## config.mk

```make
export PLATFORM = sky130hd
export DESIGN_NAME = pic_udp_pack
export DESIGN_NICKNAME = d
export VERILOG_FILES = /design/src/rtl/pic_pkg.sv /design/src/rtl/stream_skid2.sv /design/src/rtl/pic_udp_pack.sv
export SDC_FILE = /design/constraint.sdc
export NUM_CORES = 1
export LEC_CHECK = 0
export ABC_AREA = 1
export BUFFER_PORTS_ARGS = -buffer_cell sky130_fd_sc_hd__buf_4
export CORE_UTILIZATION = 40
export DETAILED_ROUTE_END_ITERATION = 12
export GPL_ROUTABILITY_DRIVEN = 0
export PLACE_DENSITY = 0.68
export SETUP_SLACK_MARGIN = 0.5
export SLEW_MARGIN = 40
export SYNTH_ARGS = -nofsm -noshare
export SYNTH_HDL_FRONTEND = slang
export SYNTH_SLANG_ARGS = --single-unit
```

## constraint.sdc

```tcl
create_clock -name CLK -period 3.9 [get_ports CLK]
set_input_delay 0.78 -clock CLK [delete_from_list [all_inputs] [get_ports CLK]]
set_output_delay 0.78 -clock CLK [all_outputs]
set_load 0.01 [all_outputs]
```

## src/rtl/pic_pkg.sv

```systemverilog
// pic_pkg: definitions shared by the pixel read stage and the UDP packetiser.
//   - default frame geometry and packet size
//   - header word field positions (FRAME 31:24, Y 23:12, X 11:0)
//   - packetiser FSM state encoding
//   - pic_hdr(): assembles a header word from its fields
package pic_pkg;

   localparam int unsigned PIC_WIDTH     = 1600;
   localparam int unsigned PIC_HEIGHT    = 900;
   localparam int unsigned PIC_PKT_WORDS = 64;

   localparam int unsigned HDR_FRAME_LSB = 24;
   localparam int unsigned HDR_FRAME_W   = 8;
   localparam int unsigned HDR_Y_LSB     = 12;
   localparam int unsigned HDR_Y_W       = 12;
   localparam int unsigned HDR_X_LSB     = 0;
   localparam int unsigned HDR_X_W       = 12;

   typedef enum logic [2:0] {
      ST_IDLE,
      ST_WAIT_DATA,
      ST_HDR,
      ST_PAYLOAD,
      ST_NEXT
   } pic_state_e;

   function automatic logic [31:0] pic_hdr(input logic [HDR_FRAME_W-1:0] frame,
                                           input logic [HDR_Y_W-1:0]     y,
                                           input logic [HDR_X_W-1:0]     x);
      logic [31:0] h;
      h = '0;
      h[HDR_FRAME_LSB +: HDR_FRAME_W] = frame;
      h[HDR_Y_LSB     +: HDR_Y_W]     = y;
      h[HDR_X_LSB     +: HDR_X_W]     = x;
      return h;
   endfunction

endpackage

```

## src/rtl/stream_skid2.sv

```systemverilog
// stream_skid2: 2-entry output buffer between a non-FWFT FIFO and a stream.
//   clk_i, rst_ni    : clock, asynchronous active-low reset
//   in_valid_i/data_i: FIFO data returning one cycle after its read strobe
//   out_ready_i      : downstream ready
//   out_valid_o/data_o: buffered word (falls through when empty)
//   count_o          : words held, used by the caller's read-credit logic
// The caller never pushes while full, so there is no input ready.
module stream_skid2 (
   input  logic        clk_i,
   input  logic        rst_ni,
   input  logic        in_valid_i,
   input  logic [31:0] in_data_i,
   input  logic        out_ready_i,
   output logic        out_valid_o,
   output logic [31:0] out_data_o,
   output logic [1:0]  count_o
);

   logic [31:0] mem0_q, mem1_q;
   logic [1:0]  count_q;
   logic        push, pop;

   // Empty buffer passes returning FIFO data straight through so a packet
   // streams without bubbles.
   assign out_valid_o = (count_q != 2'd0) || in_valid_i;
   assign out_data_o  = (count_q != 2'd0) ? mem0_q : in_data_i;
   assign count_o     = count_q;
   assign push        = in_valid_i;
   assign pop         = out_valid_o && out_ready_i;

   always_ff @(posedge clk_i or negedge rst_ni) begin
      if (!rst_ni) begin
         mem0_q  <= '0;
         mem1_q  <= '0;
         count_q <= '0;
      end else begin
         case (count_q)
            2'd0: begin
               if (push && !pop) begin
                  mem0_q  <= in_data_i;
                  count_q <= 2'd1;
               end
            end
            2'd1: begin
               if (push && pop) begin
                  mem0_q <= in_data_i;
               end else if (push) begin
                  mem1_q  <= in_data_i;
                  count_q <= 2'd2;
               end else if (pop) begin
                  count_q <= 2'd0;
               end
            end
            default: begin
               if (pop) begin
                  mem0_q <= mem1_q;
                  if (push) begin
                     mem1_q <= in_data_i;
                  end else begin
                     count_q <= 2'd1;
                  end
               end
            end
         endcase
      end
   end

endmodule

```

## src/rtl/pic_udp_pack.sv

```systemverilog
// pic_udp_pack: slices frames read from the DRAM read FIFO into UDP payload
// packets of one header word {frame, Y, X} plus PKT_WORDS pixel words.
//   CLK, RST_N      : clock, asynchronous active-low reset
//   START           : level; a rising edge arms one frame (ignored while busy)
//   fifo_dout/rd_en/rd_cnt : standard (non-FWFT) FIFO read side
//   tx_data/valid/ready/last/len : stream to the UDP transmit core
//   busy            : frame armed and not yet fully accepted
//   frame_done      : one-cycle pulse after the final word of a frame
module pic_udp_pack
   import pic_pkg::*;
#(
   parameter int unsigned WIDTH     = PIC_WIDTH,
   parameter int unsigned HEIGHT    = PIC_HEIGHT,
   parameter int unsigned PKT_WORDS = PIC_PKT_WORDS
) (
   input  logic        CLK,
   input  logic        RST_N,
   input  logic        START,
   input  logic [31:0] fifo_dout,
   output logic        fifo_rd_en,
   input  logic [11:0] fifo_rd_cnt,
   output logic [31:0] tx_data,
   output logic        tx_valid,
   input  logic        tx_ready,
   output logic        tx_last,
   output logic [15:0] tx_len,
   output logic        busy,
   output logic        frame_done
);

   localparam logic [10:0] PKT_W11  = 11'(PKT_WORDS);
   localparam logic [10:0] PKT_LAST = 11'(PKT_WORDS - 1);
   localparam logic [11:0] PKT_CNT  = 12'(PKT_WORDS);
   localparam logic [11:0] WIDTH_X  = 12'(WIDTH);
   localparam logic [11:0] HEIGHT_Y = 12'(HEIGHT);

   pic_state_e  state_q;
   logic [1:0]  start_q;
   logic [11:0] x_q, y_q, x_d, y_d;
   logic [7:0]  frame_q;
   logic        busy_q, frame_done_q;
   logic [10:0] rd_issued_q, sent_q;
   logic        inflight_q;
   logic        start_edge, in_stream, x_wrap, last_pkt;
   logic        buf_valid, buf_ready;
   logic [31:0] buf_data;
   logic [1:0]  buf_cnt;

   assign start_edge = (start_q == 2'b01) && !busy_q;
   assign in_stream  = (state_q == ST_HDR) || (state_q == ST_PAYLOAD);

   // Read credit: buffered words plus the one possibly in flight must fit
   // in the 2-entry buffer.
   assign fifo_rd_en = in_stream && (rd_issued_q < PKT_W11) &&
                       (({1'b0, buf_cnt} + {2'b00, inflight_q}) < 3'd2) &&
                       (fifo_rd_cnt != '0);

   assign tx_len     = 16'((PKT_WORDS + 1) * 4);
   assign busy       = busy_q;
   assign frame_done = frame_done_q;

   always_comb begin
      x_d    = x_q + PKT_CNT;
      y_d    = y_q;
      x_wrap = (x_d == WIDTH_X);
      if (x_wrap) begin
         x_d = '0;
         y_d = y_q + 12'd1;
      end
      last_pkt = x_wrap && (y_d == HEIGHT_Y);
   end

   always_comb begin
      tx_valid  = 1'b0;
      tx_data   = '0;
      tx_last   = 1'b0;
      buf_ready = 1'b0;
      case (state_q)
         ST_HDR: begin
            tx_valid = 1'b1;
            tx_data  = pic_hdr(frame_q, y_q, x_q);
         end
         ST_PAYLOAD: begin
            tx_valid  = buf_valid;
            tx_data   = buf_data;
            tx_last   = buf_valid && (sent_q == PKT_LAST);
            buf_ready = tx_ready;
         end
         default: ;
      endcase
   end

   stream_skid2 u_skid (
      .clk_i       (CLK),
      .rst_ni      (RST_N),
      .in_valid_i  (inflight_q),
      .in_data_i   (fifo_dout),
      .out_ready_i (buf_ready),
      .out_valid_o (buf_valid),
      .out_data_o  (buf_data),
      .count_o     (buf_cnt)
   );

   always_ff @(posedge CLK or negedge RST_N) begin
      if (!RST_N) begin
         state_q      <= ST_IDLE;
         start_q      <= '0;
         x_q          <= '0;
         y_q          <= '0;
         frame_q      <= '0;
         busy_q       <= 1'b0;
         frame_done_q <= 1'b0;
         rd_issued_q  <= '0;
         sent_q       <= '0;
         inflight_q   <= 1'b0;
      end else begin
         start_q      <= {start_q[0], START};
         inflight_q   <= fifo_rd_en;
         frame_done_q <= 1'b0;
         if (fifo_rd_en) begin
            rd_issued_q <= rd_issued_q + 11'd1;
         end
         case (state_q)
            ST_IDLE: begin
               if (start_edge) begin
                  x_q     <= '0;
                  y_q     <= '0;
                  busy_q  <= 1'b1;
                  state_q <= ST_WAIT_DATA;
               end
            end
            ST_WAIT_DATA: begin
               if (fifo_rd_cnt >= PKT_CNT) begin
                  rd_issued_q <= '0;
                  sent_q      <= '0;
                  state_q     <= ST_HDR;
               end
            end
            ST_HDR: begin
               if (tx_ready) begin
                  state_q <= ST_PAYLOAD;
               end
            end
            ST_PAYLOAD: begin
               if (tx_valid && tx_ready) begin
                  sent_q <= sent_q + 11'd1;
                  if (tx_last) begin
                     state_q <= ST_NEXT;
                     // Frame completion is flagged at the final handshake so
                     // frame_done/busy change in the cycle right after it.
                     if (last_pkt) begin
                        frame_done_q <= 1'b1;
                        busy_q       <= 1'b0;
                     end
                  end
               end
            end
            ST_NEXT: begin
               x_q <= x_d;
               y_q <= y_d;
               if (last_pkt) begin
                  frame_q <= frame_q + 8'd1;
                  state_q <= ST_IDLE;
               end else begin
                  state_q <= ST_WAIT_DATA;
               end
            end
            default: state_q <= ST_IDLE;
         endcase
      end
   end

endmodule

```

==> impl_metrics.env, run 1 <==
export IMPL_r2r_slack_ns=1.11
export IMPL_synth_flop_cell="dfrtp_1"
export IMPL_yosysTopAreaCell="dfrtp_1"
export IMPL_layout_nets=1004
export IMPL_cp_arrival_ns=2.29
export IMPL_cts_hold_buf=0
export IMPL_period_share_pct=78.8
export IMPL_ios=101
export IMPL_yosys_top_cells_area="dfrtp_1, nand2_1, o21ai_0"
export IMPL_yosys_area_top_type_share_pct=44.7
export IMPL_async_reset_ff_share_pct=100
export IMPL_min_period_ns=3.07
export IMPL_synthCells=877
export IMPL_cts_resized=0
export IMPL_ys_ff_latch=122
export IMPL_syn_avg_cell_area_um2=7.80
export IMPL_antenna_found_initial=0
export IMPL_rr_endpoint="frame_q[6]"
export IMPL_synth_cell_area_um2=6840
export IMPL_core_area_um2=16600
export IMPL_cp_start_kind="register"
export IMPL_drt_iter0_drc=579
export IMPL_critical_path_max_fanout=16
export IMPL_first_pass_iters=5
export IMPL_required_ns=3.12
export IMPL_holdWs_ns=0.344
export IMPL_clkTransAtPathRegs_ns=0.05
export IMPL_yosysWarnings=0
export IMPL_hp_class="in2async"
export IMPL_cap_violations=0
export IMPL_fin_tns_setup_ns=0
export IMPL_grt_pass1_wl_um=28800
export IMPL_setup_viol=0
export IMPL_cts_sinks=122
export IMPL_status="finished, final reports clean"
export IMPL_vias=6068
export IMPL_end_kind="output pin"
export IMPL_power_leakage_nw=3.81
export IMPL_fin_ws_ns=0.827
export IMPL_worst_pin_slew_ns=0.639
export IMPL_rsz0062_at_grt="false"
export IMPL_relSlewSlack_pct=57.3
export IMPL_clockRootBuffer="clkbuf_16"
export IMPL_num_antenna_cells=0
export IMPL_dp_slack_ns=1.17
export IMPL_ys_seq_area_share_pct=44.7
export IMPL_drt_wirelength_per_cell_um=14.6
export IMPL_die_x_um=133
export IMPL_layout_drive_gt1_share_pct=16.1
export IMPL_max_clock_freq_ghz=0.325
export IMPL_vdd_drop_max_uv=431
export IMPL_postRouteAntennaNets=0
export IMPL_core_rowCount=47
export IMPL_vias_per_cell=5.13
export IMPL_dieArea_um2=17600
export IMPL_grt_overflow=0
export IMPL_portBuffers=84
export IMPL_post_cts_setup_buffer_count=0
export IMPL_hold_viol=0
export IMPL_area_growth_pct=20.1
export IMPL_critical_path_class="reg2out"
export IMPL_grt_pass1_vias=5773
export IMPL_ys_types=46
export IMPL_reg2reg_from="x_q[6]"
export IMPL_synth_edf_count=0
export IMPL_finClkSkew_ns=0.00758
export IMPL_drc=0
export IMPL_tritoncts="yes"
export IMPL_clockBufferDepth=2
export IMPL_grt_max_degree=65
export IMPL_wl_um=17200
export IMPL_hpwl_um=11800
export IMPL_reg2reg_depth=12
export IMPL_grt_total_usage_pct=20.8
export IMPL_numCtsBuffers=17
export IMPL_htree_num_levels=4
export IMPL_clk_latency_ns=0.42
export IMPL_maxSlewViolCount=0
export IMPL_p_per_area_nw_per_um2=724
export IMPL_initial_core_util_pct=41.1
export IMPL_die_y_um=133
-- critical path, cell delays in order, from the launching register on --
cell     delay, ns
dfrtp_1       0.42
nor2_1        0.22
nand2_1       0.38
buf_4         0.34
o21ai_0       0.31
buf_4         0.19
-- where the power goes --
group	internal, mW	total, mW	switching (mW)
combinational	0.902	2.44	1.54
sequential	1.68	1.88	0.197
clock	1.07	1.62	0.551
total	3.65	5.95	2.29
-- sequential cells by signal, indices dropped and copies added, names as in the netlist, 3 cells and up --
| signal | cells |
|---|---|
| u_skid.mem1_q | 32 |
| rd_issued_q | 11 |
| x_q | 6 |
| sent_q | 11 |
| y_q | 12 |
| u_skid.mem0_q | 32 |
| state_q | 3 |
| frame_q | 8 |
-- how the worst max path moves through the flow --
stage | startpoint | end | slack [ns] | cells after the start
floorplan | x_q[6] | busy | 1.62 | 14
global placement | x_q[6] | frame_q[4] | 1.24 | 12
detailed placement | x_q[6] | frame_q[5] | 1.17 | 12
CTS | state_q[0] | tx_data[21] | 0.84 | 5
global route | state_q[0] | tx_data[29] | 0.74 | 5
finish | state_q[0] | tx_data[21] | 0.83 | 5
-- layout make-up --
class / instances / area, um^2
fill: 1629 / 8430
timing repair buffer: 95 / 729
tap: 220 / 275
multi-input combinational: 595 / 3100
clock buffer: 25 / 495
clock inverter: 7 / 113
inverter: 118 / 444
sequential: 122 / 3050
-- kinds of logic (layout without fill, tap and decap cells) --
group / Yosys count / count (layout) / share of synthesized area (%)
fa+ha+maj: 7 / 7 / 1.28
compound gates: 220 / 220 / 18.4
other cells: 2 / 16 / 0.110
xor+xnor: 17 / 17 / 2.18
simple gates: 335 / 335 / 22.5
buf+inv: 174 / 245 / 10.9
flops: 122 / 122 / 44.7
-- routing by layer --
| metal | part of all wire (%) | track usage [%] | vias up |
|---|---|---|---|
| met4 | 1.6 | 8.05 | 0 |
| li1 | - | - | 3003 |
| met1 | 48 | 29.5 | 2872 |
| met3 | 4.3 | 3.91 | 21 |
| met5 | 0 | 0 | - |
| met2 | 46 | 31.3 | 172 |
-- layout by cell type, fill, tap and decap left out, types with 3 or more instances in the layout --
cell	count
nor3_1	15
inv_2	3
nand4_1	26
o21a_1	19
dfrtp_1	122
clkbuf_16	17
conb_1	16
bufinv_16	3
nand3_1	27
nand2_2	9
a21oi_1	36
clkinv_1	4
xnor2_1	3
buf_4	93
xor2_1	14
nor2_1	74
o211ai_1	14
o22ai_1	23
o21ai_0	116
nand2_1	162
clkinv_2	4
ha_1	7
clkbuf_8	4
nor2_2	4
inv_1	110
clkbuf_1	4
nor4_1	5
-- Yosys cell counts (2+ instances only) --
library cell  count
a21oi_1          36
buf_2            13
buf_4            18
clkbuf_1         23
clkinv_1          4
conb_1            2
dfrtp_1         122
ha_1              7
inv_1           110
inv_2             3
nand2_1         162
nand2_2           9
nand2_4           2
nand3_1          27
nand3_2           2
nand4_1          26
nor2_1           74
nor2_2            4
nor2_4            2
nor2_8            2
nor3_1           15
nor4_1            5
o211ai_1         14
o21a_1           19
o21ai_0         116
o21ai_1           2
o21ai_2           2
o22ai_1          23
xnor2_1           3
xor2_1           14
-- per-stage QoR --
step | power [mW] | utilization, % | area, um^2 | std cells
after CTS | 5.99 | 49.3 | 8210 | 1182
after global routing | 6.40 | 49.3 | 8210 | 1182
after floorplan | 3.50 | - | 6890 | 891
after global placement | 4.29 | 45.7 | 7600 | 1150
final | 5.95 | 49.3 | 8210 | 1182
after detailed placement | 4.34 | 45.7 | 7600 | 1150
Power figures use the tool's default switching activity.
==> inputs of run 2 (changes only) <==
- clock period: 3.9 -> 3.1 ns (I/O delays scaled with it)
==> run 2 against run 1 <==
Against the previous run:
- hold slack got worse by 0.16 ns
- count of clock-buffer cells in the layout is 4 lower
- utilization increased by 1.3 points
- largest power group unchanged
==> impl_metrics.env, run 2 (synthesis results as in run 1) <==
export IMPL_n_fill_cell=1588
export IMPL_setup_viol=0
export IMPL_worstSetupEndpoint="tx_data[8]"
export IMPL_grt_overflow=0
export IMPL_grt_pass1_wl_um=28000
export IMPL_area_growth_pct=23.4
export IMPL_die_y_um=133
export IMPL_ios=101
export IMPL_p_clk_share_pct=27.5
export IMPL_p_switching_mw=2.96
export IMPL_relSlewSlack_pct=57.8
export IMPL_worstPathCellList="nor2_2 > nand2_2 > buf_4 > o22ai_1 > buf_4"
export IMPL_drt_wirelength_per_cell_um=14.2
export IMPL_layout_top_registers="u_skid.mem0_q (32), u_skid.mem1_q (32), y_q (12)"
export IMPL_crit_buf_inv=2
export IMPL_internal_power_mw=4.81
export IMPL_layout_nets=1019
export IMPL_dieArea_um2=17600
export IMPL_layout_drive_gt1_share_pct=19.0
export IMPL_grt_total_usage_pct=20.1
export IMPL_drt_iter0_drc=401
export IMPL_portBuffers=84
export IMPL_utilization_pct=50.7
export IMPL_initial_core_util_pct=41.1
export IMPL_final_common_cell="nand2_1"
export IMPL_wl_um=17000
export IMPL_die_x_um=133
export IMPL_placed_cell_area_um2=7680
export IMPL_cp_arrival_ns=1.88
export IMPL_swShare_pct=38.1
export IMPL_end_kind="output pin"
export IMPL_seq_power_share_pct=30.7
export IMPL_p_per_area_nw_per_um2=921
export IMPL_min_period_ns=2.50
export IMPL_hp_class="in2async"
export IMPL_drc=0
export IMPL_finClkSkew_ns=0.00713
export IMPL_worst_pin_slew_ns=0.631
export IMPL_cp_start_kind="register"
export IMPL_critical_path_class="reg2out"
export IMPL_vias_per_cell=5.00
export IMPL_dp_cells=1157
export IMPL_rsz0062_at_grt="false"
export IMPL_fin_tns_setup_ns=0
export IMPL_numCtsBuffers=17
export IMPL_cap_violations=0
export IMPL_clk_latency_ns=0.42
export IMPL_design_area_um2=8440
export IMPL_fin_cells=1197
export IMPL_maxSlewViolCount=0
export IMPL_grt_pass1_vias=5609
export IMPL_tritoncts="yes"
export IMPL_max_clock_freq_ghz=0.400
export IMPL_critPathTopFamily="buffers and inverters"
export IMPL_cts_hold_buf=0
export IMPL_final_cell_mix="nand2_1, dfrtp_1, o21ai_0, inv_1, buf_4"
export IMPL_num_antenna_cells=0
export IMPL_status="finished, final reports clean"
export IMPL_hpwl_um=11700
export IMPL_core_area_um2=16600
export IMPL_required_ns=2.48
export IMPL_htree_num_levels=4
export IMPL_cts_sinks=122
export IMPL_vdd_drop_max_uv=411
export IMPL_critPathSlowestCell="dfrtp_1"
export IMPL_cpMostUsedCell="buf_4"
export IMPL_postRouteAntennaNets=0
export IMPL_startpoint="state_q[2]"
export IMPL_period_share_pct=80.6
export IMPL_r2r_slack_ns=0.74
export IMPL_reg2reg_from="x_q[6]"
export IMPL_hold_viol=0
export IMPL_slowest_delay_ns=0.42
export IMPL_reg2reg_depth=16
export IMPL_core_rowCount=47
export IMPL_clockBufferDepth=2
export IMPL_pwr_share_comb_pct=41.8
export IMPL_grt_max_degree=65
export IMPL_antenna_found_initial=0
export IMPL_first_pass_iters=5
export IMPL_rr_endpoint="frame_q[5]"
export IMPL_worst_path_stages=5
export IMPL_finalPower_mw=7.77
export IMPL_clkTransAtPathRegs_ns=0.06
export IMPL_clockRootBuffer="clkbuf_16"
export IMPL_vias=5989
export IMPL_power_leakage_nw=3.90
export IMPL_critical_path_max_fanout=21
## run 2: layer usage
metal / global-route usage, % / part of all wire, %
met1: 27.1 / 47
met2: 31.8 / 47
met3: 3.52 / 4.0
met4: 8.37 / 2.0
met5: 0 / 0
## run 2: final cells by class
| cell class | count | area (um^2) | area share, % |
|---|---|---|---|
| multi-input cells | 596 | 3150 | 37.3 |
| flip-flops and latches | 122 | 3050 | 36.2 |
| repair buffers | 109 | 876 | 10.4 |
| clock buffers | 21 | 470 | 5.58 |
| inverters | 118 | 444 | 5.27 |
| well taps | 220 | 275 | 3.26 |
| clock inverters | 11 | 166 | 1.97 |
## run 2: repair_timing
item / CTS / global route
cloned: 0 / 1
endpoints found under the setup margin: 16 / 37
setup buffers: 0 / 6
gates resized for setup: 8 / 21
pin swaps: 0 / 4
## run 2: per-stage QoR
| step | hold WS (ns) | setup WS [ns] |
|---|---|---|
| after detailed placement | 0.369 | 0.573 |
| after global placement | 0.359 | 0.627 |
| after CTS | 0.195 | 0.497 |
| after global routing | 0.211 | 0.484 |
| final | 0.181 | 0.603 |
| after floorplan | 0.324 | 0.818 |
## run 2: worst min path at each step
stage,end,slack (ns),cells past startpoint
global route,sent_q[0],0.21,1
detailed placement,start_q[1],0.37,0
global placement,start_q[1],0.36,0
floorplan,busy,0.32,0
CTS,sent_q[1],0.20,1
finish,sent_q[0],0.18,1
## run 2: power by group through the flow
stage	Combinational [mW]	Sequential [mW]	Clock, mW
after floorplan	2.09	2.31	0
after detailed placement	3.14	2.39	0
after CTS	3.17	2.37	2.16
after global placement	3.09	2.37	0
final	3.25	2.38	2.14
after global routing	3.65	2.44	2.24
